$ cat src/rtl/exec_sequencer.sv
// Four-cycle issue/writeback sequencer (IDLE->READ->EXEC->WB) with PSR flag tracking.
// Optional immediate-form instructions are enabled by defining EXEC_IMM_EN.
module exec_sequencer #(
    parameter int unsigned WIDTH = 16,
    parameter int unsigned AW    = 4
) (
    input  logic             i_clk,
    input  logic             i_reset,
    input  logic             i_instr_valid,
    input  logic [WIDTH-1:0] i_instr,
    output logic             o_instr_ready,
    output logic [AW-1:0]    o_ra1,
    output logic [AW-1:0]    o_ra2,
    input  logic [WIDTH-1:0] i_rd1,
    input  logic [WIDTH-1:0] i_rd2,
    output logic [3:0]       o_aluop,
    output logic [3:0]       o_opext,
    input  logic [WIDTH-1:0] i_alu_result,
    output logic [AW-1:0]    o_wa,
    output logic [WIDTH-1:0] o_wd,
    output logic             o_regwrite,
    output logic [4:0]       o_psr,
    output logic             o_done,
    output logic             o_illegal
);
    localparam logic [3:0] OpAnd = 4'h1;
    localparam logic [3:0] OpOr  = 4'h2;
    localparam logic [3:0] OpXor = 4'h3;
    localparam logic [3:0] OpAdd = 4'h5;
    localparam logic [3:0] OpSub = 4'h9;
    localparam logic [3:0] OpCmp = 4'hB;
    localparam logic [3:0] OpMov = 4'hD;

    typedef enum logic [1:0] {StIdle, StRead, StExec, StWb} state_e;

    state_e           r_state, w_state_next;
    logic [WIDTH-1:0] r_instr, r_op_a, r_op_b, r_res;
    logic [4:0]       r_flags, r_psr, w_flags;

    logic [3:0]       w_opcode, w_rdest, w_opext, w_rsrc, w_op;
    logic             w_legal, w_is_imm;
    logic [WIDTH-1:0] w_op_a_next, w_a, w_b;
    logic [WIDTH:0]   w_sum, w_diff;

    assign w_opcode = r_instr[15:12];
    assign w_rdest  = r_instr[11:8];
    assign w_opext  = r_instr[7:4];
    assign w_rsrc   = r_instr[3:0];

`ifdef EXEC_IMM_EN
    logic [WIDTH-1:0] w_imm_ext;
    // Logical immediates zero-extend; arithmetic immediates sign-extend.
    assign w_imm_ext = (w_op == OpAnd || w_op == OpOr || w_op == OpXor) ?
                       {{(WIDTH-8){1'b0}}, r_instr[7:0]} :
                       {{(WIDTH-8){r_instr[7]}}, r_instr[7:0]};
`endif

    always_comb begin
        w_op     = w_opext;
        w_legal  = 1'b0;
        w_is_imm = 1'b0;
        if (w_opcode == 4'h0) begin
            case (w_opext)
                OpAnd, OpOr, OpXor, OpAdd, OpSub, OpCmp, OpMov: w_legal = 1'b1;
                default: w_legal = 1'b0;
            endcase
        end
`ifdef EXEC_IMM_EN
        else begin
            w_op     = w_opcode;
            w_is_imm = 1'b1;
            case (w_opcode)
                OpAnd, OpOr, OpXor, OpAdd, OpSub, OpCmp: w_legal = 1'b1;
                default: w_legal = 1'b0;
            endcase
        end
`endif
    end

`ifdef EXEC_IMM_EN
    assign w_op_a_next = w_is_imm ? w_imm_ext : i_rd1;
`else
    assign w_op_a_next = i_rd1;
`endif

    // a = Rdest operand, b = Rsrc operand
    assign w_a    = r_op_b;
    assign w_b    = r_op_a;
    assign w_sum  = {1'b0, w_a} + {1'b0, w_b};
    assign w_diff = {1'b0, w_a} - {1'b0, w_b};

    always_comb begin
        w_flags = r_psr;
        case (w_op)
            OpAdd: begin
                w_flags[4] = w_sum[WIDTH];
                w_flags[2] = (w_a[WIDTH-1] == w_b[WIDTH-1]) && (w_sum[WIDTH-1] != w_a[WIDTH-1]);
                w_flags[1] = (w_sum[WIDTH-1:0] == '0);
                w_flags[0] = w_sum[WIDTH-1];
            end
            OpSub, OpCmp: begin
                w_flags[4] = w_diff[WIDTH];
                w_flags[3] = w_diff[WIDTH];
                w_flags[2] = (w_a[WIDTH-1] != w_b[WIDTH-1]) && (w_diff[WIDTH-1] != w_a[WIDTH-1]);
                w_flags[1] = (w_diff[WIDTH-1:0] == '0);
                w_flags[0] = $signed(w_a) < $signed(w_b);
            end
            default: begin
                w_flags[1] = (i_alu_result == '0);
                w_flags[0] = i_alu_result[WIDTH-1];
            end
        endcase
    end

    always_ff @(posedge i_clk) begin
        if (i_reset) r_state <= StIdle;
        else         r_state <= w_state_next;
    end

    always_comb begin
        w_state_next = r_state;
        case (r_state)
            StIdle:  if (i_instr_valid) w_state_next = StRead;
            StRead:  w_state_next = StExec;
            StExec:  w_state_next = StWb;
            StWb:    w_state_next = StIdle;
            default: w_state_next = StIdle;
        endcase
    end

    always_ff @(posedge i_clk) begin
        if (i_reset) begin
            r_instr <= '0;
            r_op_a  <= '0;
            r_op_b  <= '0;
            r_res   <= '0;
            r_flags <= '0;
            r_psr   <= '0;
        end else begin
            case (r_state)
                StIdle: if (i_instr_valid) r_instr <= i_instr;
                StRead: begin
                    r_op_a <= w_op_a_next;
                    r_op_b <= i_rd2;
                end
                StExec: begin
                    r_res   <= i_alu_result;
                    r_flags <= w_flags;
                end
                StWb:    if (w_legal) r_psr <= r_flags;
                default: ;
            endcase
        end
    end

    always_comb begin
        o_instr_ready = 1'b0;
        o_ra1         = '0;
        o_ra2         = '0;
        o_aluop       = '0;
        o_opext       = '0;
        o_wa          = '0;
        o_wd          = '0;
        o_regwrite    = 1'b0;
        o_done        = 1'b0;
        o_illegal     = 1'b0;
        case (r_state)
            StIdle: o_instr_ready = 1'b1;
            StRead, StExec: begin
                o_ra1   = w_is_imm ? '0 : AW'(w_rsrc);
                o_ra2   = AW'(w_rdest);
                o_aluop = w_opcode;
                o_opext = w_is_imm ? 4'h0 : w_opext;
            end
            StWb: begin
                o_wa       = AW'(w_rdest);
                o_wd       = r_res;
                o_regwrite = w_legal && (w_op != OpCmp);
                o_done     = w_legal;
                o_illegal  = !w_legal;
            end
            default: ;
        endcase
        if (i_reset) begin
            o_instr_ready = 1'b1;
            o_ra1         = '0;
            o_ra2         = '0;
            o_aluop       = '0;
            o_opext       = '0;
            o_wa          = '0;
            o_wd          = '0;
            o_regwrite    = 1'b0;
            o_done        = 1'b0;
            o_illegal     = 1'b0;
        end
    end

    assign o_psr = i_reset ? 5'b0 : r_psr;

endmodule

$ cat config.mk
export PLATFORM = sky130hd
export DESIGN_NAME = exec_sequencer
export DESIGN_NICKNAME = d
export VERILOG_FILES = /design/src/rtl/exec_sequencer.sv
export SDC_FILE = /design/constraint.sdc
export NUM_CORES = 1
export LEC_CHECK = 0
export BUFFER_PORTS_ARGS = -buffer_cell sky130_fd_sc_hd__buf_2
export CAP_MARGIN = 10
export CORE_MARGIN = 3
export CORE_UTILIZATION = 55
export CTS_BUF_LIST = sky130_fd_sc_hd__clkbuf_4 sky130_fd_sc_hd__clkbuf_8
export DETAILED_ROUTE_END_ITERATION = 10
export HOLD_SLACK_MARGIN = 0.08
export PLACE_DENSITY = 0.93
export SLEW_MARGIN = 40
export SYNTH_ARGS = -nofsm -noshare
export SYNTH_HDL_FRONTEND = slang
export SYNTH_SLANG_ARGS = --single-unit
$ cat constraint.sdc
create_clock -name i_clk -period 2.9 [get_ports i_clk]
set_input_delay 0.58 -clock i_clk [delete_from_list [all_inputs] [get_ports i_clk]]
set_output_delay 0.58 -clock i_clk [all_outputs]
set_load 0.02 [all_outputs]
Word-level counts from Yosys, hierarchy flattened
Index checks and enable logic that the tools add are counted.
- input bits: 67
- logic and storage cells: 69
- register bits: 76
- magnitude comparators: 1
- reduce and logical (&&, ||, !) cells: 14
- add/sub/neg operators: 2
- multiplexer cells: 29
- equality and inequality tests: 16
- operator list (cell ; count):
    logical NOT 16 bit ; 3
    two-way mux 4 bit ; 10
    two-way mux 16 bit ; 2
    adder 16 x 16 -> 17 bit ; 1
    subtractor 16 x 16 -> 17 bit ; 1
    < comparator 16 bit ; 1
    equality test 4 bit (second input constant) ; 3
    two-way mux 1 bit ; 11
    equality test 4 x 2 -> 1 bit (second input constant) ; 2
    case mux 2 bit (4 select lines) ; 1
    OR reduction 7 bit ; 1
    two-way mux 5 bit ; 1
    equality test 2 bit (second input constant) ; 2
    equality test 4 x 1 -> 1 bit (second input constant) ; 1
    equality test 4 x 3 -> 1 bit (second input constant) ; 1
    logical NOT 4 bit ; 1
    != test 4 bit (second input constant) ; 1
    case mux 1 bit (2 select lines) ; 2
    case mux 2 bit (2 select lines) ; 1
    AND reduction 2 bit ; 2
    OR reduction 2 bit ; 2
    logical AND 1 bit ; 3
    != test 1 bit ; 3
    equality test 2 x 1 -> 1 bit (second input constant) ; 1
    5 further kinds ; 5

Depth between registers and ports, before layout
Gate-level depths: netlist of the first run.
- depth after elaboration: 7
- gate-level depth with buffers: 11
- gate-level depth less buffers: 11

Worst setup path after synthesis of the first run
OpenSTA, ideal clock, no wires.
- path kind: reg2reg
- from: reg r_op_b[0]
- to: reg r_flags[4]
- setup slack: 0.379 ns
- data arrival time: 2.388 ns
- cell stages (with the launch flop): 12
- clock period less this slack: 2.521 ns
- setup time: 0.133 ns
- cell sequence: dfxtp_1 -> inv_1 -> ha_1 -> fa_1 -> nand2b_1 -> a21oi_2 -> o21ai_1 -> o31ai_1 -> a41oi_1 -> o31ai_1 -> o311a_1 -> a311oi_2
- word-level cells in the longest chain between the ends: 2
- ends and longest elaborated chain (element ; line ; source):
    start: declaration ; 37 ; logic [WIDTH-1:0] r_instr, r_op_a, r_op_b, r_res;
    start signal: assignment ; 144 ; r_op_b <= i_rd2;
    subtractor 16 x 16 -> 17 bit / adder 16 x 16 -> 17 bit (equally long branches) ; 90, 89 ;
    case mux 1 bit (2 select lines) (*) ; 94 ; case (w_op)
    end signal: assignment ; 148 ; r_flags <= w_flags;
    end: declaration ; 38 ; logic [4:0] r_flags, r_psr, w_flags;
Every way passes the cells marked *; elsewhere a longest branch is shown, timed or not.
A chain may end at the register's enable or synchronous reset.

Worst setup path after layout of the first run
- from: reg r_op_a[1]
- to: reg r_flags[1]
- word-level cells in the longest chain between the ends: 3
- ends and longest elaborated chain (element ; line ; source):
    start: declaration ; 37 ;
    start signal: assignment ; 143 ; r_op_a <= w_op_a_next;
    subtractor 16 x 16 -> 17 bit / adder 16 x 16 -> 17 bit (equally long branches) ; 90, 89 ;
    logical NOT 16 bit, on equally long branches ; 105, 98 ;
    case mux 2 bit (2 select lines) (*) ; 94 ;
Marks and branches as above.

==> impl_metrics.toml, run 1 <==
[floorplan]
rows = 34
core-area_um2 = 8760
start_util = 0.567
dieArea_um2 = 10200
io_pins = 112
die_w_um = 101
die_h_um = 101

[yosys]
ys_async_sr_fraction = 0
synth.cell_area_um2 = 4970
synth_top_cell_area_share = 0.306
synth.most_common_cell = "nor2_1"
ys_top_cells_by_count = "nor2_1, dfxtp_1, nand2_1"
synth_area_leaders = "dfxtp_1, mux2i_1, ha_1, nor2_1, and2_1"
synth.yosys.seq_area_share = 0.306
yosysTopAreaCell = "dfxtp_1"
synth_edf_count = 0
ys_types = 66
synthFlopType = "dfxtp_1"
syn_inst = 620
synth.net_count = 725
ys_ff_latch = 76
avgSynthCellArea_um2 = 8.02
ys.warnings.count = 0

[finish]
areaGrowthSynthToFinish_pct = 18.1
design_area_um2 = 5870
drive_gt1_frac = 0.224
fillerInstances = 712
utilization = 0.670
nNetsFinal = 828
antenna_cells = 0
multi_input_area_um2 = 3200
register_area_um2 = 1520

[clock_network]
cts.sinks = 76
cts_inserted_buffers = 9
path_clk_slew_ns = 0.09
cts-htree-levels = 3
cts_tree = "yes"
root_buffer = "clkbuf_8"
clock_latency_ns = 0.37
clk_path_buf_depth = 2
post-cts-setup-buffers = 0

[timing]
fin_skew_ns = 0.00988
finalSetupViolCount = 0
setup_ws_ns = 0.127
rsz0062_at_grt = "false"
setup_tns_ns = 0
slew_headroom = 0.632
drv_slew = 0
fin_crit_sh = 0.956
layout_min_cycle_time_ns = 2.77
fin_hold_ws_ns = 0.442
hold_viol = 0
max_freq_mhz = 361
worst_slew_pin_slew_ns = 0.551

[routing]
first_iter_violations = 441
drtAntennaViolNets = 0
dr.pass1.iters = 8
wl_per_cell_um = 16.1
wl_mm = 13.5
num_vias = 4892
route.detailed.drc = 0
vias_per_cell = 5.85

[power_and_ir_drop]
irDropWorstVdd_mv = 0.612
p_per_area_nw_per_um2 = 876
leakage_nw = 2.64

[placed_design]
dp_hpwl_mm = 10.0
dp_slack_ns = 0.152
gp_congestion = 0.965
dpl_cell_area_um2 = 5630
io_buffers = 111

[global_route]
grt_max_degree = 35
grt_pass1_wl_mm = 22.4
grt_pass1_vias = 4780
overflow = 0
antenna_found_initial = 0
grt_use_total = 0.268

[setup_path]
r2r_slack_ns = 0.13
max_stage_delay_ns = 0.50
critPathMaxFanout = 5
worstPathRequired_ns = 3.18
cp_cell_sequence = "inv_1, ha_1, nand2b_1, a2111oi_1, a211o_1, xnor2_1, or4_1, o31ai_1, o2111ai_1, o31ai_1"
arrival_ns = 3.06
cpMostUsedCell = "o31ai_1"
cpMaxStageDelayCell = "a2111oi_1"
cp-start-kind = "flop"
end_kind = "flop"
worstSetupPathType = "reg -> reg"

[run]
cap_viol_max_count = 0

[outcome]
status = "finished clean"

[hold_path]
hold_path.class = "in -> reg"
-- cell type report --
cell class	count	share of cell area
Multi-Input combinational cell	472	0.545
Clock inverter	6	0.0117
Inverter	38	0.0243
Tap cell	108	0.0230
Sequential cell	76	0.259
Clock buffer	10	0.0234
Timing Repair Buffer	126	0.114
-- registers in the layout (all words and copies together) (netlist names) --
name	cells
r_state	2
r_op_a	16
r_op_b	16
r_instr	16
r_res	16
r_flags	5
r_psr	5
-- what timing repair did --
action | CTS | global route
hold buffers | 0 | 0
endpoints found under the setup margin | 0 | 4
endpoints found under the hold margin | 0 | 0
gates resized for setup | 0 | 7
-- worst max-delay path: cells and delay by family (launching register included) --
kind,cells,cell delay (ns)
AO/OA/AOI/OAI,5,1.18
XOR/XNOR,1,0.07
adder cells (fa/ha/maj),1,0.31
buffers and inverters,1,0.08
flip-flops,1,0.47
AND/OR/NAND/NOR,2,0.57
-- layer usage --
layer  wire length, um  share of wire  global-route usage  vias to the layer above
li1                  -              -                   -                     2360
met1              5390           0.40               0.318                     2261
met2              6630           0.49               0.458                      218
met3               920          0.068              0.0581                       53
met4               527          0.039               0.128                        0
met5                 0              0                   0                        -
-- report_power, final --
part           total, mW  internal (mW)  switching [mW]  leakage, nW
Clock              0.873          0.429           0.444        0.104
Sequential          1.47           1.28           0.189        0.620
Combinational       2.81           1.15            1.65         1.91
-- cells by family (layout without fill, tap and decap cells) --
group | after synthesis | in the layout | share of synthesized area
simple gates | 239 | 239 | 0.234
compound gates | 130 | 130 | 0.174
flops | 76 | 76 | 0.306
buf+inv | 72 | 180 | 0.0579
mux | 56 | 56 | 0.113
fa+ha+maj | 38 | 38 | 0.0987
xor+xnor | 9 | 9 | 0.0159
-- through the flow --
step	power [mW]	cells
floorplan	3.51	620
global placement	4.10	820
detailed placement	4.18	820
CTS	5.08	836
global route	5.53	836
finish	5.15	836
-- cells in the final DEF (no fill, tap or decap), drive strengths merged, types with 3 or more instances in the layout --
cell and n:
buf 126, nor2 77, dfxtp 76, nand2 59
mux2i 56, a21oi 47, inv 40, and2 39
ha 36, o21ai 21, nor2b 13, nand3 10
clkbuf 10, nand2b 9, nor4 8, o31ai 7
o211ai 6, xnor2 6, a31oi 6, a211oi 5
or4 5, or3 4, o22ai 4, nor3 4
a2111oi 4, a41oi 3, a22oi 3, xor2 3
nand4 3, or2 3
-- path summary, 6_finish.rpt --
kind,from,to,cells after the start
setup / recovery,r_op_a[1],r_flags[1],10
hold / removal,i_rd2[5],r_op_b[5],3
setup reg to reg,r_op_a[1],r_flags[1],10
hold reg to reg,r_psr[1],r_psr[1],2
Note: power is estimated with default switching activity, not from simulation.
==> run 2: changes to the inputs <==
--- a/config.mk
+++ b/config.mk
@@ -12,6 +12,7 @@
 export CTS_BUF_LIST = sky130_fd_sc_hd__clkbuf_4 sky130_fd_sc_hd__clkbuf_8
 export DETAILED_ROUTE_END_ITERATION = 10
 export HOLD_SLACK_MARGIN = 0.08
+export MAX_ROUTING_LAYER = met4
 export PLACE_DENSITY = 0.93
 export SLEW_MARGIN = 40
 export SYNTH_ARGS = -nofsm -noshare
==> run 2 against run 1 <==
Total power is 2.5% lower. Largest cell class unchanged. Maximum frequency up 2.4%. Clock-buffer cell count did not move. Cell area down 0.60%. Clock skew grew 0.0042 ns.
==> impl_metrics.toml, run 2 (synthesized netlist as in run 1, its figures left out) <==
[timing]
fin_crit_sh = 0.934
finalSetupViolCount = 0
fin_hold_ws_ns = 0.453
setup_ws_ns = 0.192
rsz0062_at_grt = "false"
fin_skew_ns = 0.0141
setup_tns_ns = 0
max_freq_mhz = 369
hold_viol = 0
layout_min_cycle_time_ns = 2.71
slew_headroom = 0.626
drv_slew = 0
worst_slew_pin_slew_ns = 0.560

[power_and_ir_drop]
sw_frac_of_total = 0.449
irDropWorstVdd_mv = 0.615
p_int_mw = 2.77
p_total_mw = 5.02
p_per_area_nw_per_um2 = 860
power_switching_mw = 2.25
seqPwrFrac = 0.292
leakage_nw = 2.63
clkPwrFrac = 0.155
p_comb_frac = 0.553

[clock_network]
clock_latency_ns = 0.35
cts_tree = "yes"
cts-htree-levels = 3
clk_path_buf_depth = 2
path_clk_slew_ns = 0.09
cts_inserted_buffers = 9
root_buffer = "clkbuf_8"
cts.sinks = 76
post-cts-setup-buffers = 0

[setup_path]
max_stage_delay_ns = 0.40
arrival_ns = 2.93
cp-start-kind = "flop"
worstPathRequired_ns = 3.12
cpMaxStageDelayCell = "fa_1"
r2r_slack_ns = 0.19
critPathMaxFanout = 3
crit_buf_inv = 1
cp_cell_sequence = "inv_1, ha_1, fa_1, nand2b_1, a21oi_2, o21ai_2, o31ai_2, a41oi_1, o31ai_1, o311a_1, a311oi_2"
end_kind = "flop"
worstSetupPathType = "reg -> reg"
path_delay_family = "compound AO/OA/AOI/OAI gates"

[finish]
layout_common_cells = "buf_2, nor2_1, dfxtp_1"
design_area_um2 = 5840
areaGrowthSynthToFinish_pct = 17.4
instances_no_fill = 836
final_common_cell = "buf_2"
antenna_cells = 0
utilization = 0.666
fillerInstances = 716
drive_gt1_frac = 0.223
nNetsFinal = 828

[placed_design]
dp.cells = 820
dp_slack_ns = 0.126
dpl_cell_area_um2 = 5630
io_buffers = 111
gp_congestion = 1.01
dp_hpwl_mm = 10.2

[global_route]
grt_use_total = 0.276
grt_pass1_vias = 4847
overflow = 0
grt_max_degree = 45
antenna_found_initial = 0
grt_pass1_wl_mm = 22.3

[run]
cap_viol_max_count = 0

[floorplan]
start_util = 0.567
core-area_um2 = 8760
io_pins = 112
die_w_um = 101
die_h_um = 101
dieArea_um2 = 10200
rows = 34

[routing]
route.detailed.drc = 0
vias_per_cell = 5.83
drtAntennaViolNets = 0
dr.pass1.iters = 6
wl_mm = 13.5
num_vias = 4876
first_iter_violations = 285
wl_per_cell_um = 16.1

[hold_path]
hold_path.class = "in -> reg"

[outcome]
status = "finished clean"
run 2: final cells by class:
type | count | area (um^2) | share of cell area
multi-input cells | 472 | 3190 | 0.546
inverters | 38 | 143 | 0.0244
flip-flops and latches | 76 | 1520 | 0.261
repair buffers | 126 | 668 | 0.114
well taps | 108 | 135 | 0.0231
clock inverters | 6 | 46.3 | 0.00793
clock buffers | 10 | 138 | 0.0236
run 2: worst reg2reg max path, stage by stage (launching register included):
cell and delay [ns]:
dfxtp_1 0.36, inv_1 0.06, ha_1 0.20, fa_1 0.40, nand2b_1 0.20, a21oi_2 0.19, o21ai_2 0.10, o31ai_2 0.26
a41oi_1 0.16, o31ai_1 0.30, o311a_1 0.26, a311oi_2 0.09
run 2: layer usage:
| layer | vias up | track usage | wire [um] | part of all wire |
|---|---|---|---|---|
| li1 | 2355 | - | - | - |
| met1 | 2244 | 0.323 | 5430 | 0.40 |
| met2 | 228 | 0.478 | 6760 | 0.50 |
| met3 | 49 | 0.0353 | 839 | 0.062 |
| met4 | 0 | 0.109 | 458 | 0.034 |
| met5 | - | - | 0 | 0 |
run 2: power groups by stage:
stage | combinational, mW | clock [mW] | sequential [mW]
detailed placement | 2.69 | 0 | 1.48
floorplan | 2.08 | 0 | 1.43
finish | 2.78 | 0.776 | 1.47
global route | 3.06 | 0.838 | 1.50
CTS | 2.71 | 0.791 | 1.46
global placement | 2.63 | 0 | 1.46
run 2: path summary, 6_finish.rpt:
| path | depth (start not counted) | to | start |
|---|---|---|---|
| setup / recovery | 11 | r_flags[4] | r_op_b[0] |
| hold / removal | 3 | r_op_b[5] | i_rd2[5] |
| setup reg to reg | 11 | r_flags[4] | r_op_b[0] |
| hold reg to reg | 2 | r_instr[3] | r_instr[3] |
run 2: what timing repair did:
item,CTS,global route
hold buffers,0,0
endpoints found under the setup margin,0,4
resized for setup,0,6
==> run 3: changes to the inputs <==
--- a/config.mk
+++ b/config.mk
@@ -14,6 +14,7 @@
 export HOLD_SLACK_MARGIN = 0.08
 export MAX_ROUTING_LAYER = met4
 export PLACE_DENSITY = 0.93
+export RECOVER_POWER = 25
 export SLEW_MARGIN = 40
 export SYNTH_ARGS = -nofsm -noshare
 export SYNTH_HDL_FRONTEND = slang
==> run 3 against run 2 <==
Clock-buffer cell count unchanged. Final cell count unchanged. Critical path type unchanged. Total power about the same. Sequential power about the same. Routed wire length up 0.15%. Via count about the same. Sequential share of layout area about the same. Flip-flop and latch count unchanged. Cell area down 0.15%. Worst setup slack better by 0.0078 ns. Worst hold slack about the same.
==> impl_metrics.toml, run 3 (synthesized netlist as in run 1, its figures left out) <==
[outcome]
status = "finished clean"

[finish]
multi_input_area_um2 = 3180
instances_no_fill = 836
antenna_cells = 0
nNetsFinal = 828
layout_common_cells = "buf_2, nor2_1, dfxtp_1"
fillerInstances = 718
register_area_um2 = 1520
final_common_cell = "buf_2"
drive_gt1_frac = 0.220
areaGrowthSynthToFinish_pct = 17.3

[clock_network]
ctsHoldBuffers = 0
path_clk_slew_ns = 0.09
cts_tree = "yes"
cts_inserted_buffers = 9
clock_latency_ns = 0.35
clk_path_buf_depth = 2
cts_resized = 0
root_buffer = "clkbuf_8"
post-cts-setup-buffers = 0
cts-htree-levels = 3
cts.sinks = 76

[global_route]
grt_pass1_vias = 4847
grt_max_degree = 45
antenna_found_initial = 0
grt_pass1_wl_mm = 22.3
overflow = 0
grt_use_total = 0.276

[timing]
drv_slew = 0
slew_headroom = 0.305
setup_tns_ns = 0
fin_skew_ns = 0.0127
layout_min_cycle_time_ns = 2.70
rsz0062_at_grt = "false"
hold_viol = 0
worst_slew_pin_slew_ns = 1.04
finalSetupViolCount = 0
max_freq_mhz = 370
fin_crit_sh = 0.931

[routing]
first_iter_violations = 292
num_vias = 4875
drtAntennaViolNets = 0
dr.pass1.iters = 5
vias_per_cell = 5.83
wl_mm = 13.5
route.detailed.drc = 0
wl_per_cell_um = 16.2

[setup_path]
r2r_slack_ns = 0.20
worstPathRequired_ns = 3.12
critPathMaxFanout = 3
worstSetupPathType = "reg -> reg"
arrival_ns = 2.92
cp-start-kind = "flop"
end_kind = "flop"

[floorplan]
rows = 34
die_h_um = 101
start_util = 0.567
dieArea_um2 = 10200
die_w_um = 101
core-area_um2 = 8760
io_pins = 112

[power_and_ir_drop]
p_per_area_nw_per_um2 = 862
irDropWorstVdd_mv = 0.613
leakage_nw = 2.62

[placed_design]
dp_hpwl_mm = 10.2
io_buffers = 111
dp.cells = 820
gp_congestion = 1.01

[run]
cap_viol_max_count = 0

[hold_path]
hold_path.class = "in -> reg"
==> run 3: cell types whose count changed in the layout (fill, tap and decap cells not counted), sizes merged <==
cell / before / now
clkbuf: 10 / 12
buf: 126 / 124
==> run 3: final timing paths <==
| check | from | to | cells past startpoint |
|---|---|---|---|
| setup / recovery | r_op_b[0] | r_flags[4] | 11 |
| hold / removal | i_rd2[5] | r_op_b[5] | 3 |
| setup reg to reg | r_op_b[0] | r_flags[4] | 11 |
| hold reg to reg | r_instr[3] | r_instr[3] | 2 |
==> run 3: worst max-delay path, cell delays in order (launching register included) <==
cell      delay [ns]
dfxtp_1         0.36
inv_1           0.06
ha_1            0.20
fa_1            0.40
nand2b_1        0.20
a21oi_2         0.19
o21ai_2         0.10
o31ai_2         0.26
a41oi_1         0.16
o31ai_1         0.30
o311a_1         0.26
a311oi_2        0.09
==> run 3: power breakdown <==
part | leakage, nW | internal, mW | switching [mW]
Sequential | 0.621 | 1.28 | 0.188
Clock | 0.0893 | 0.341 | 0.436
Combinational | 1.91 | 1.15 | 1.63
==> run 3: per-stage QoR <==
step            util  power [mW]  instance area [um^2]  hold slack (ns)  worst slack, ns
2_1_floorplan      -        3.51                  4970            0.432            0.379
3_3_place_gp   0.643        4.09                  5630            0.438            0.246
3_5_place_dp   0.643        4.17                  5630            0.454            0.126
4_1_cts        0.664        4.97                  5820            0.445            0.106
5_1_grt        0.665        5.40                  5830            0.457           0.0163
6_report       0.665        5.02                  5830            0.453            0.199
==> run 3: area by class of cell <==
cell class,count,area share
Multi-Input combinational cell,472,0.546
Sequential cell,76,0.261
Timing Repair Buffer,126,0.114
Inverter,38,0.0245
Clock buffer,10,0.0236
Tap cell,108,0.0232
Clock inverter,6,0.00794
==> run 3: layer usage <==
| metal | wire length [um] | GRT usage | part of all wire |
|---|---|---|---|
| met1 | 5410 | 0.323 | 0.40 |
| met2 | 6810 | 0.478 | 0.50 |
| met3 | 837 | 0.0353 | 0.062 |
| met4 | 460 | 0.109 | 0.034 |
| met5 | 0 | - | 0 |
